===== src/rtl/demux_stream_nch_if.sv =====
// Purpose: stream bundle between one command source and NUM_CH per-channel consumers.
// Latency: wires only; no storage in the interface.
// Backpressure: in_ready toward the source, out_ready from each consumer.
interface demux_stream_nch_if #(
    parameter int SEL_W  = 3,
    parameter int NUM_CH = 8,
    parameter int DATA_W = 8
) ();
    logic              in_valid;
    logic              in_ready;
    logic [SEL_W-1:0]  in_sel;
    logic              in_bcast;
    logic [DATA_W-1:0] in_data;
    logic [NUM_CH-1:0] out_valid;
    logic [NUM_CH-1:0] out_ready;
    logic [DATA_W-1:0] out_data;
    logic [NUM_CH-1:0] onehot;
    logic              err_sel;
    logic [7:0]        drop_cnt;

    // Source/consumer side of the bundle.
    modport master (
        output in_valid, in_sel, in_bcast, in_data, out_ready,
        input  in_ready, out_valid, out_data, onehot, err_sel, drop_cnt
    );

    // Demultiplexer side of the bundle.
    modport slave (
        input  in_valid, in_sel, in_bcast, in_data, out_ready,
        output in_ready, out_valid, out_data, onehot, err_sel, drop_cnt
    );
endinterface


===== src/rtl/demux_stream_nch.sv =====
// Purpose: registered 1-to-NUM_CH stream demux with broadcast, one-hot record and drop counter.
// Latency: one cycle from input accept to out_valid; out_data is registered.
// Backpressure: in_ready is high only when every pending channel completes this cycle.
module demux_stream_nch #(
    parameter int SEL_W  = 3,
    parameter int NUM_CH = 8,
    parameter int DATA_W = 8
) (
    input  logic                 clk,
    input  logic                 rst_n,
    demux_stream_nch_if.slave    bus
);
    localparam logic [NUM_CH-1:0] ALL_CH = '1;
    localparam logic [NUM_CH-1:0] CH0    = {{(NUM_CH-1){1'b0}}, 1'b1};

    logic [NUM_CH-1:0] pend_q, pend_d;
    logic [NUM_CH-1:0] onehot_q, onehot_d;
    logic [DATA_W-1:0] data_q, data_d;
    logic              err_q, err_d;
    logic [7:0]        drop_cnt_q, drop_cnt_d;

    logic [NUM_CH-1:0] remain;
    logic              accept;
    logic              sel_ok;

    // Channels still pending after this edge's handshakes; the input may only
    // be taken when nothing would be left over.
    assign remain       = pend_q & ~bus.out_ready;
    assign bus.in_ready = (remain == '0);
    assign accept       = bus.in_valid & bus.in_ready;
    assign sel_ok       = (int'(bus.in_sel) < NUM_CH);

    assign bus.out_valid = pend_q;
    assign bus.out_data  = data_q;
    assign bus.onehot    = onehot_q;
    assign bus.err_sel   = err_q;
    assign bus.drop_cnt  = drop_cnt_q;

    // Next-state: retire completed channels, then load a new destination set.
    // A dropped select leaves data and onehot untouched and pend empty.
    always_comb begin
        pend_d     = remain;
        onehot_d   = onehot_q;
        data_d     = data_q;
        err_d      = 1'b0;
        drop_cnt_d = drop_cnt_q;
        if (accept) begin
            if (bus.in_bcast) begin
                pend_d   = ALL_CH;
                onehot_d = ALL_CH;
                data_d   = bus.in_data;
            end else if (sel_ok) begin
                pend_d   = CH0 << bus.in_sel;
                onehot_d = CH0 << bus.in_sel;
                data_d   = bus.in_data;
            end else begin
                pend_d = '0;
                err_d  = 1'b1;
                if (drop_cnt_q != 8'hFF) begin
                    drop_cnt_d = drop_cnt_q + 8'd1;
                end
            end
        end
    end

    // State registers; reset discards any pending transaction immediately.
    always_ff @(posedge clk or negedge rst_n) begin
        if (!rst_n) begin
            pend_q     <= '0;
            onehot_q   <= '0;
            data_q     <= '0;
            err_q      <= 1'b0;
            drop_cnt_q <= 8'd0;
        end else begin
            pend_q     <= pend_d;
            onehot_q   <= onehot_d;
            data_q     <= data_d;
            err_q      <= err_d;
            drop_cnt_q <= drop_cnt_d;
        end
    end
endmodule


===== src/flat_wrapper.sv =====
// flat-port wrapper written by rule: the top's interface ports become plain ports
module demux_stream_nch_flat 
#(
    parameter int SEL_W  = 3,
    parameter int NUM_CH = 8,
    parameter int DATA_W = 8
)
  (clk, rst_n, bus_in_valid, bus_in_sel, bus_in_bcast, bus_in_data, bus_out_ready, bus_in_ready, bus_out_valid, bus_out_data, bus_onehot, bus_err_sel, bus_drop_cnt);
  demux_stream_nch_if #(.SEL_W(SEL_W), .NUM_CH(NUM_CH), .DATA_W(DATA_W)) bus_i ();
  input  logic clk;
  input  logic rst_n;
  input wire logic [$bits(bus_i.in_valid)-1:0] bus_in_valid;
  input wire logic [$bits(bus_i.in_sel)-1:0] bus_in_sel;
  input wire logic [$bits(bus_i.in_bcast)-1:0] bus_in_bcast;
  input wire logic [$bits(bus_i.in_data)-1:0] bus_in_data;
  input wire logic [$bits(bus_i.out_ready)-1:0] bus_out_ready;
  output wire logic [$bits(bus_i.in_ready)-1:0] bus_in_ready;
  output wire logic [$bits(bus_i.out_valid)-1:0] bus_out_valid;
  output wire logic [$bits(bus_i.out_data)-1:0] bus_out_data;
  output wire logic [$bits(bus_i.onehot)-1:0] bus_onehot;
  output wire logic [$bits(bus_i.err_sel)-1:0] bus_err_sel;
  output wire logic [$bits(bus_i.drop_cnt)-1:0] bus_drop_cnt;
  assign bus_i.in_valid = bus_in_valid;
  assign bus_i.in_sel = bus_in_sel;
  assign bus_i.in_bcast = bus_in_bcast;
  assign bus_i.in_data = bus_in_data;
  assign bus_i.out_ready = bus_out_ready;
  assign bus_in_ready = bus_i.in_ready;
  assign bus_out_valid = bus_i.out_valid;
  assign bus_out_data = bus_i.out_data;
  assign bus_onehot = bus_i.onehot;
  assign bus_err_sel = bus_i.err_sel;
  assign bus_drop_cnt = bus_i.drop_cnt;
  demux_stream_nch #(.SEL_W(SEL_W), .NUM_CH(NUM_CH), .DATA_W(DATA_W)) u_core (.clk(clk), .rst_n(rst_n), .bus(bus_i));
endmodule

===== config.mk =====
export PLATFORM = sky130hd
export DESIGN_NAME = demux_stream_nch_flat
export DESIGN_NICKNAME = d
export VERILOG_FILES = /design/src/rtl/demux_stream_nch_if.sv /design/src/rtl/demux_stream_nch.sv /design/src/flat_wrapper.sv
export SDC_FILE = /design/constraint.sdc
export NUM_CORES = 1
export LEC_CHECK = 0
export ABC_AREA = 0
export CAP_MARGIN = 15
export CORE_ASPECT_RATIO = 1.1
export CORE_MARGIN = 8
export CORE_UTILIZATION = 30
export DETAILED_ROUTE_END_ITERATION = 16
export MAX_ROUTING_LAYER = met4
export SETUP_SLACK_MARGIN = 0.05
export SLEW_MARGIN = 20
export SYNTH_ARGS = -nofsm -noshare
export SYNTH_HDL_FRONTEND = slang
export SYNTH_SLANG_ARGS = --single-unit

===== constraint.sdc =====
create_clock -name clk -period 1.84 [get_ports clk]
set_input_delay 0.276 -clock clk [delete_from_list [all_inputs] [get_ports clk]]
set_output_delay 0.276 -clock clk [all_outputs]
set_load 0.005 [all_outputs]

* After elaboration in Yosys (flattened, before gate mapping) *
Cells that the tools add are included.

word-level totals
  register bits = 24
  bits of input ports = 23
  output and inout bits = 34
  logic and storage cells = 10

operators by class
  shift operators = 1
  mux-type cells = 2
  bitwise gates (word level) = 3
  reduce and logical (&&, ||, !) cells = 1

operators with widths
  cell                                              number
  2-to-1 mux 8 bit                                  2
  AND 8 bit                                         1
  zero test 8 bit                                   1
  NOT 8 bit                                         1
  left shift 1 x 3 -> 8 bit (first input constant)  1
  AND 1 bit                                         1

* Depth between registers and ports, before layout *
  depth after elaboration = 5
  mapped depth = 5
  depth with buffers taken out = 4

* Least setup slack after synthesis *
No wires, ideal clock.

  kind = register to register
  from = register u_core.pend_q[5], in the netlist u_core.bus.out_valid[5]
  to = register u_core.data_q[3], in the netlist u_core.bus.out_data[3]
  library setup time = 0.125 ns
  arrival time = 1.307 ns
  data required time = 1.715 ns
  slack = 0.408 ns
  cell stages (with the launch flop) = 6
  buffers on the path = 1
  period minus slack after synthesis = 1.432 ns
  cells stage by stage = dfrtp_1 > nor2b_1 > nor2_1 > nand4_4 > buf_6 > mux2_4

between the ends
  cells in the longest elaborated chain, start to end = 3

RTL lines
  element                 line                    source
  start, declared         demux_stream_nch.sv:16  logic [NUM_CH-1:0] pend_q, pend_d;
  start signal, assigned  demux_stream_nch.sv:75  pend_q <= pend_d;
  AND 8 bit               demux_stream_nch.sv:28  assign remain = pend_q & ~bus.out_ready;
  zero test 8 bit         demux_stream_nch.sv:29  assign bus.in_ready = (remain == '0);
  AND 1 bit               demux_stream_nch.sv:30  assign accept = bus.in_valid & bus.in_ready;
  end signal, assigned    demux_stream_nch.sv:77  data_q <= data_d;
  end, declared           demux_stream_nch.sv:18  logic [DATA_W-1:0] data_q, data_d;

Every way passes these cells.
A chain may end at the register's enable or synchronous reset.

* Worst setup path in the final report *
  from = input bus_out_ready[3]
  to = output bus_in_ready

between the ends
  cells in the longest elaborated chain, start to end = 3

RTL lines
  element          line                    source
  start, declared  flat_wrapper.sv:16      input wire logic [$bits(bus_i.out_ready)-1:0] bus_out_ready;
  NOT 8 bit        demux_stream_nch.sv:28
  AND 8 bit        demux_stream_nch.sv:28
  zero test 8 bit  demux_stream_nch.sv:29
  end, declared    flat_wrapper.sv:17      output wire logic [$bits(bus_i.in_ready)-1:0] bus_in_ready;

Every way passes these cells.

==> results.md <==
- Die area: 5951 um^2
- Peak VDD IR: 0.4497 mV
- TritonRoute pass-1 iters: 4
- Minimum clock period: 1.732 ns
- Antenna-violating nets left: 0
- Iteration-0 DRC Markers: 35
- Simple-Gate Fraction of Synth Area: 0.09263
- Vias after detailed routing: 843
- Final Power: 2.463 mW
- Endpoints failing setup: 0
- Adder and majority gate portion of the synthesized area: 0
- Leak Pwr: 0.8043 nW
- Max-slew violations: 0
- Core ar.: 3626 um^2
- Final Instance Count excl. Fillers: 198
- Crit Path Class: input port to primary output
- Final Hold Fails: 0
- Sequential Power Share: 0.372
- Largest net degree at the start of global routing: 25
- Worst r2r dst: u_core.bus.out_valid[3]
- Leading cell types in the layout, fill and taps excluded: clkdlybuf4s50_1 (46), dfrtp_1 (24), inv_1 (11)
- Initial antenna violation count: 0
- Post-synthesis mux area share: 0.1652
- Residual DRC count: 0
- Share of cells above drive strength 1: 0.1419
- Most common cell after layout, fill and taps aside: clkdlybuf4s50_1
- Switching power: 0.7238 mW
- Routed WL per cell: 14.26 um
- RSZ-0062 raised after global routing: no
- Pint: 1.740 mW
- IO buf count: 47
- Max cap viols: 0
- First-pass GRT wire length: 4.443 mm
- YS warnings: 0
- Grt ovf: 0
- Post-synthesis instance total: 96
- RR Startpoint: u_core.bus.out_valid[5]
- Logic pwr share: 0.503
- Period Utilization, post-route: 0.9413
- Status: finished clean
- Worst hold path type: input port to asynchronous set/reset pin
- Post-CTS Hold Buffers: 0
- DP HPWL: 2.245 mm
- Root Driver: clkbuf_8
- Setup Skew: 0.001182 ns
- Die height: 80.12 um
- Min Hold Slack: 0.3654 ns
- Synth area leaders: dfrtp_1 (54%), mux2i_1 (7.1%), buf_4 (6.0%), mux2_4 (5.4%), mux2_2 (4.0%)
- Drt total wl: 2.824 mm
- Post-synth top area share: 0.5357
- Initial Utilization: 0.3092
- Worst-Skew Late Latency: 0.26 ns
- CP max FO: 2
- # rows: 23
- Number of global-route vias before repair: 894
- Ant. Diodes: 0
- Sw Ratio: 0.2938
- Seq cells post-synth: 24
- IO Pins: 57
- NumNets Final: 173
- Synth area leader: dfrtp_1
- GRT Util Overall: 0.1011
- Total CTS buffers: 3
- Post-Synth XOR/XNOR Area: 0
- Peak Freq: 577.4 MHz
- Worst r2r path cells: 6
- Clk slew on worst S/H paths: 0.08 ns
- Synth Cell Area: 1121 um^2
- Sequential area share after synthesis: 0.5357
- Post-synthesis compound-gate area fraction: 0.08817
- R2r setup slk: 0.23 ns
- Yosys cell types: 23
- Dpl ws: -0.1973 ns
- TritonCTS clock tree: done
- # H-tree levels: 1
- FILL cells: 353
- Die Span X: 74.29 um
- Clock sink count: 24
- WP data arrival: 1.46 ns
- Post-layout util: 0.4662
- Largest family of logic cells by synthesized area: multiplexers
- Bufs on Longest Clock Path: 2
- Worst setup margin: 0.1080 ns
- Placed cells: 195
- Vias/cell: 4.258
- Multi-input gate area: 429.2 um^2
- CP startpoint kind: input port
- GPL Wtd Cong: 0.7562
- Crit path required time: 1.56 ns
- Register Area: 600.6 um^2
- Worst setup EP type: primary output
- Avg Inst Size Synth: 11.68 um^2
- PD cells: 1457 nW/um^2
- Clock Power Share: 0.125
- Area grow syn2layout: 50.78%
[registers in the layout, summed over array words and instances (netlist names)]
register              count
u_core.bus.onehot         8
u_core.bus.out_data       8
u_core.bus.out_valid      8
[cells in the mapped netlist]
cell and number:
a21oi_1 6, a21oi_2 1, a31oi_1 2, and3_1 1, and4_4 1, buf_1 1, buf_2 1, buf_4 9
buf_6 1, conb_1 1, dfrtp_1 24, inv_1 11, mux2_2 4, mux2_4 4, mux2i_1 8, nand2_1 1
nand2b_1 4, nand4_4 1, nor2_1 3, nor2b_1 4, o21ai_0 3, o21ai_1 2, o21bai_1 3
[cell families (layout without fill, tap and decap cells)]
logic type             after synthesis  count (layout)
DFF                                 24              24
buffers and inverters               23              67
AOI/OAI and AO/OA                   17              17
muxes                               16              16
and+or+nand+nor                     15              15
other                                1               9
[worst max path at each step]
| stage | startpoint | end |
|---|---|---|
| after floorplan | u_core.bus.out_valid[5] | u_core.bus.out_data[3] |
| after global placement | bus_out_ready[7] | bus_in_ready |
| after detailed placement | bus_out_ready[6] | bus_in_ready |
| after CTS | bus_out_ready[1] | bus_in_ready |
| after global routing | bus_out_ready[3] | bus_in_ready |
| final | bus_out_ready[3] | bus_in_ready |
[stage by stage]
stage               setup TNS, ns  instance area (um^2)
floorplan                       0                  1151
global placement          -0.2889                  1642
detailed placement        -0.5768                  1642
CTS                             0                  1682
global route                    0                  1690
finish                          0                  1690
[power by group through the flow]
stage | clock network (mW) | registers, mW | logic, mW
6_report | 0.307 | 0.917 | 1.24
3_3_place_gp | 0 | 0.913 | 1.25
4_1_cts | 0.320 | 0.916 | 1.26
3_5_place_dp | 0 | 0.923 | 1.27
5_1_grt | 0.340 | 0.953 | 1.35
2_1_floorplan | 0 | 0.936 | 0.524
[per-layer routing]
layer / up-vias / global-route usage / wire, um
li1: 403 / - / -
met1: 401 / 0.1259 / 1282
met2: 34 / 0.1496 / 1256
met3: 5 / 0.02491 / 236
met4: 0 / 0.04706 / 48
met5: - / - / 0
[critical path: stages]
cell	delay, ns
clkdlybuf4s50_1	0.45
nand2b_1	0.12
and4_4	0.25
and3_1	0.15
clkdlybuf4s15_1	0.21
[cell type report]
cell class                 instances  share of cell area
tap                               50             0.03701
sequential                        24              0.3553
multi-input combinational         57              0.2539
inverter                          11             0.02443
timing repair buffer              53              0.3050
clock buffer                       3             0.02443
[what timing repair did]
action	CTS	global route
pin swaps	1	0
buffers inserted	0	0
endpoints found under the setup margin	1	1
gates resized for setup	1	2
Power figures use the tool's default switching activity.
